### src/rtl/instr_fetch.sv
// Instruction fetch unit: program counter plus req/ack read of instruction memory.
// Delivers each fetched instruction with a one-cycle strobe; halt is sticky until RST.
module instr_fetch #(
   parameter int PC_WIDTH    = 8,
   parameter int INSTR_WIDTH = 8
) (
   input  logic                   clk,
   input  logic                   RST,
   input  logic                   fetch_en,
   input  logic                   jump,
   input  logic [PC_WIDTH-1:0]    jump_addr,
   input  logic                   halt,
   output logic                   imem_req,
   output logic [PC_WIDTH-1:0]    imem_addr,
   input  logic                   imem_ack,
   input  logic [INSTR_WIDTH-1:0] imem_data,
   output logic [INSTR_WIDTH-1:0] instr,
   output logic                   instr_valid,
   output logic [PC_WIDTH-1:0]    pc,
   output logic                   busy,
   output logic                   halted
);

   typedef enum logic [1:0] {IDLE, REQ, HALT} state_t;

   state_t                 state_q;
   logic [PC_WIDTH-1:0]    pc_q, addr_q, pc_next_d;
   logic [INSTR_WIDTH-1:0] instr_q;
   logic                   req_q, valid_q, busy_q, halted_q, halt_pend_q;

   // The returned instruction came from addr_q, so the successor is addr_q+1 (wraps).
   assign pc_next_d = PC_WIDTH'(addr_q + 1'b1);

   always_ff @(posedge clk or posedge RST) begin
      if (RST) begin
         state_q     <= IDLE;
         pc_q        <= '0;
         addr_q      <= '0;
         instr_q     <= '0;
         req_q       <= 1'b0;
         valid_q     <= 1'b0;
         busy_q      <= 1'b0;
         halted_q    <= 1'b0;
         halt_pend_q <= 1'b0;
      end else begin
         valid_q <= 1'b0;
         case (state_q)
            IDLE: begin
               if (halt) begin
                  state_q  <= HALT;
                  halted_q <= 1'b1;
               end else if (jump && fetch_en) begin
                  pc_q    <= jump_addr;
                  addr_q  <= jump_addr;
                  req_q   <= 1'b1;
                  busy_q  <= 1'b1;
                  state_q <= REQ;
               end else if (jump) begin
                  pc_q <= jump_addr;
               end else if (fetch_en) begin
                  addr_q  <= pc_q;
                  req_q   <= 1'b1;
                  busy_q  <= 1'b1;
                  state_q <= REQ;
               end
            end
            REQ: begin
               if (halt) halt_pend_q <= 1'b1;
               if (imem_ack) begin
                  instr_q     <= imem_data;
                  valid_q     <= 1'b1;
                  req_q       <= 1'b0;
                  busy_q      <= 1'b0;
                  pc_q        <= pc_next_d;
                  halt_pend_q <= 1'b0;
                  // A halt seen at any point in the read takes effect as it completes.
                  if (halt_pend_q || halt) begin
                     state_q  <= HALT;
                     halted_q <= 1'b1;
                  end else begin
                     state_q <= IDLE;
                  end
               end
            end
            HALT: begin
               halted_q <= 1'b1;
            end
            default: state_q <= IDLE;
         endcase
      end
   end

   assign imem_req    = req_q;
   assign imem_addr   = addr_q;
   assign instr       = instr_q;
   assign instr_valid = valid_q;
   assign pc          = pc_q;
   assign busy        = busy_q;
   assign halted      = halted_q;

endmodule

### config.mk
export PLATFORM = sky130hd
export DESIGN_NAME = instr_fetch
export DESIGN_NICKNAME = d
export VERILOG_FILES = /design/src/rtl/instr_fetch.sv
export SDC_FILE = /design/constraint.sdc
export NUM_CORES = 1
export LEC_CHECK = 0
export ABC_CLOCK_PERIOD_IN_PS = 2150
export BUFFER_PORTS_ARGS = -buffer_cell sky130_fd_sc_hd__buf_2
export CAP_MARGIN = 20
export CORE_MARGIN = 1.5
export CORE_UTILIZATION = 49
export CTS_CLUSTER_SIZE = 8
export DETAILED_ROUTE_END_ITERATION = 6
export GPL_TIMING_DRIVEN = 0
export PLACE_DENSITY = 0.85
export SLEW_MARGIN = 25
export SYNTH_ARGS = -nofsm -noshare
export SYNTH_HDL_FRONTEND = slang
export SYNTH_SLANG_ARGS = --single-unit
### constraint.sdc
create_clock -name clk -period 2.15 [get_ports clk]
set_input_delay 0.43 -clock clk [delete_from_list [all_inputs] [get_ports clk]]
set_output_delay 0.43 -clock clk [all_outputs]
set_load 0.1 [all_outputs]
## Word level (Yosys, flattened, before mapping)

Cells that the tools add are included.

| cells by class | value |
|---|---|
| add/sub/neg operators | 1 |
| eq/ne operators | 12 |
| mux-type cells | 28 |
| bitwise logic cells | 2 |
| reductions and logical operators | 14 |

Operators with widths:

| cell | count |
|---|---|
| $mux 8 | 7 |
| $pmux 8 s2 | 1 |
| $reduce_and 4->1 | 4 |
| $mux 2 | 6 |
| $mux 1 | 11 |
| $ne 3x3->1 const B | 3 |
| $add 8x1->8 const B | 1 |
| $ne 2x2->1 const B | 4 |
| $ne 4x4->1 const B | 2 |
| $pmux 2 s3 | 1 |
| $reduce_bool 2->1 | 3 |
| $reduce_and 5->1 | 1 |
| $reduce_and 2->1 | 2 |
| $pmux 1 s3 | 1 |
| $reduce_bool 3->1 | 1 |
| $eq 2x1->1 const B | 1 |
| $eq 2x2->1 const B | 1 |
| $logic_not 2->1 | 1 |
| $ne 2x1->1 const B | 1 |
| $not 1->1 | 2 |
| $pmux 1 s2 | 1 |
| $logic_and 1x1->1 | 1 |
| $logic_or 1x1->1 | 1 |

| word-level totals | value |
|---|---|
| register bits | 30 |
| bits of input ports | 22 |

## Logic depth before layout (Yosys ltp)

| logic depth | value |
|---|---|
| depth after elaboration | 5 |
| depth in mapped cells | 7 |

## Worst setup path after synthesis

Ideal clock, no wire load.

| path | value |
|---|---|
| path kind | flip-flop to flip-flop |
| from | register addr_q[0] (netlist: imem_addr[0]) |
| to | register pc_q[4] (netlist: pc[4]) |
| setup time | 125 ps |
| arrival time | 1789 ps |
| path slack | 237 ps |
| stages on the path, launching flop included | 6 |
| clock period less this slack | 1913 ps |
| path through | dfrtp_1 > ha_1 > nand3_1 > xnor2_1 > mux2i_1 > o21ai_1 |

| between the ends | value |
|---|---|
| longest elaborated chain between the ends | 3 |

Ends and longest elaborated chain:

| what | RTL line | RTL |
|---|---|---|
| from (decl) | 27 | `logic [PC_WIDTH-1:0] pc_q, addr_q, pc_next_d;` |
| from (signal assigned) | 54 | `addr_q <= jump_addr;` |
| from (signal assigned) | 61 | `addr_q <= pc_q;` |
| $add 8x1->8 | 32 | `assign pc_next_d = PC_WIDTH'(addr_q + 1'b1);` |
| $mux 8 | 69 | `if (imem_ack) begin` |
| $pmux 8 s2 | 47 | `case (state_q)` |
| to (signal assigned) | 53 | `pc_q <= jump_addr;` |
| to (signal assigned) | 59 | `pc_q <= jump_addr;` |
| to (signal assigned) | 74 | `pc_q <= pc_next_d;` |
| to (decl) | 27 |  |

Every way passes these cells. The select of a mux whose other input is x is not followed.
A chain may end at the register's enable or synchronous reset.

## Worst setup path in the final report

| path | value |
|---|---|
| from | register addr_q[0] (netlist: imem_addr[0]) |
| to | output imem_addr[0] |

RTL lines:

| what | RTL line | RTL |
|---|---|---|
| to (decl) | 14 | `output logic [PC_WIDTH-1:0] imem_addr,` |

No word-level cell between the ends.

==> flow_summary.toml <==
[grt]
grt_use_total_pct = 22.1
grt_pass1_wl_um = 5230
grt_max_degree = 31
grt_pass1_vias = 1194
antenna_found_initial = 0
grt_overflow = 0

[yosys]
ys_seq_area_share_pct = 51.8
syn-cell-area_um2 = 1450
synth_ff_type = "dfrtp_1"
synth_cells = 131
yosys_warnings = 0
postSynth.asyncResetShare_pct = 100
synth_enable_flop_cells = 0
postSynthAreaPerCell_um2 = 11.1
syn-num-nets = 154
synth_cell_type_count = 30
ys_ff_latch = 30

[floorplan]
fp.coreArea_um2 = 2780
io_pins = 50
initial_core_util_pct = 52.1
dieArea_um2 = 3290
die_height_um = 57.4
rows = 19
die_x_um = 57.4

[final_layout]
final_util_pct = 65.2
num-fill-cells = 237
final_common_cell = "buf_2"
nets = 210
drive_gt1_share_pct = 43.6
final_cell_mix = "buf_2 (52), dfrtp_1 (30), a21oi_1 (14)"
area_growth_pct = 25.0
final_cell_area_um2 = 1810
diodes = 0
multi_input_area_um2 = 636
seqCellArea_um2 = 751

[timing]
hold_viol = 0
drv_slew = 0
min_period_over_period_pct = 79.7
setup_viol = 0
tns_ps = 0
max_slew_margin_pct = 58.4
worst_slew_pin_slew_ps = 623
rsz0062_at_grt = "false"
fmax_mhz = 584
fin_crit_ps = 1710
layout_setup_ws_ps = 437
clock_skew_ps = 6.12

[clocking]
cts_sinks = 30
cts_resized = 0
h-tree-depth = 2
clkTransAtPathRegs_ps = 90
cts_tree = "yes"
ctsHoldBuffers = 0
clock-root-buffer = "clkbuf_4"
clock_path_buffers = 2
cts_setup_buffers = 0
insertion_delay_ps = 330
numCtsBuffers = 5

[critical_path]
crit_fanout = 7
cpLargestDelayFamily = "flip-flops"
path_buf_inv = 1
critPathCaptureType = "primary output"
rr_endpoint = "busy"
critPathKind = "reg2out"
critPathArrivalTime_ps = 1280
slowest_delay_ps = 470
critPathRequiredTime_ps = 1720
cp_cell_sequence = "buf_2"
reg2regPathDepth = 5
rrSetupSlack_ps = 490
r2r_start = "state_q[1]"
startpoint_type = "flip-flop"
critical-path-slowest-cell = "dfrtp_1"

[routing]
drc = 0
drtPass1Iterations = 4
routed_wl_um = 3290
drt-initial-drc-count = 51
ant_nets = 0
vias = 1218
wl_per_cell_um = 15.0
viasPerCell = 5.56

[pwr]
p_per_area_nw_per_um2 = 1470
vdd_ir_drop_max_mv = 1.15
power.leakage_nw = 0.951
total_power_mw = 2.66

[placement]
routabilityCongestion = 0.805
portBuffers = 49
dp_hpwl_um = 2410
post-place-ws_ps = 518
place_area_um2 = 1730

[job]
drv_cap = 0

[outcome]
status = "complete, no violations"

[min_path]
hp-class = "in2async"
worst max path at each step:
| stage | slack, ps | cells past startpoint | to | startpoint |
|---|---|---|---|---|
| 5_1_grt | 330 | 5 | busy | state_q[1] |
| 2_1_floorplan | 240 | 5 | pc[4] | imem_addr[0] |
| 4_1_cts | 430 | 1 | imem_addr[0] | imem_addr[0] |
| 6_report | 440 | 1 | imem_addr[0] | imem_addr[0] |
| 3_5_place_dp | 520 | 6 | pc[6] | halt |
| 3_3_place_gp | 540 | 6 | pc[6] | halt |
synthesized netlist by cell type, types with 2 or more instances:
library cell / n / share of area [%]
dfrtp_1: 30 / 52
a21oi_1: 14 / 4.8
nor2_1: 13 / 3.4
mux2i_1: 11 / 7.6
nand2_1: 9 / 2.3
mux2_2: 8 / 6.2
nand3_1: 6 / 2.1
buf_2: 3 / 1.0
inv_1: 3 / 0.78
o21ai_1: 3 / 1.0
xnor2_1: 3 / 1.8
and3_1: 2 / 0.86
buf_4: 2 / 1.0
buf_6: 2 / 1.6
nand2_2: 2 / 0.86
nand2b_1: 2 / 0.86
o211ai_2: 2 / 1.7
o21a_1: 2 / 1.0
o21ai_2: 2 / 1.2
xor2_1: 2 / 1.2
sequential cells by signal, summed over array words and instances (netlist names):
register	flops
halted	1
halt_pend_q	1
instr_valid	1
instr	8
pc	8
imem_addr	8
busy	1
state_q	2
routing by layer:
metal	vias up	global-route usage, %	part of all wire [%]	routed length, um
li1	568	-	-	-
met1	594	25.0	41	1350
met2	49	37.5	49	1610
met3	7	8.62	8.8	289
met4	0	8.64	1.3	44
met5	-	0	0	0
metrics by stage:
stage / cells / hold WS, ps
finish: 219 / 161
global route: 219 / 192
CTS: 219 / 170
detailed placement: 211 / 460
global placement: 211 / 447
floorplan: 131 / 463
layout make-up:
class | instances | area share (%)
inverter | 3 | 0.621
timing repair buffer | 49 | 13.5
clock buffer | 8 | 4.35
tap | 31 | 2.14
sequential | 30 | 41.4
buffer | 7 | 2.90
multi-input combinational | 91 | 35.1
cell families (layout without fill, tap and decap cells):
| kind of cell | Yosys count | after routing | share of synthesized area, % |
|---|---|---|---|
| AOI/OAI and AO/OA | 27 | 27 | 11.9 |
| xor gates and xnor gates | 5 | 5 | 3.02 |
| adders and majority gates | 1 | 1 | 0.863 |
| buffers and inverters | 10 | 67 | 4.40 |
| DFF | 30 | 30 | 51.8 |
| muxes | 19 | 19 | 13.8 |
| and+or+nand+nor | 39 | 39 | 14.2 |
report_power, final:
part	total, mW	switching (mW)	internal [mW]
logic	1.42	1.18	0.241
registers	0.829	0.138	0.691
clock network	0.412	0.189	0.223
total	2.66	1.51	1.16
Note: power is estimated with default switching activity, not from simulation.
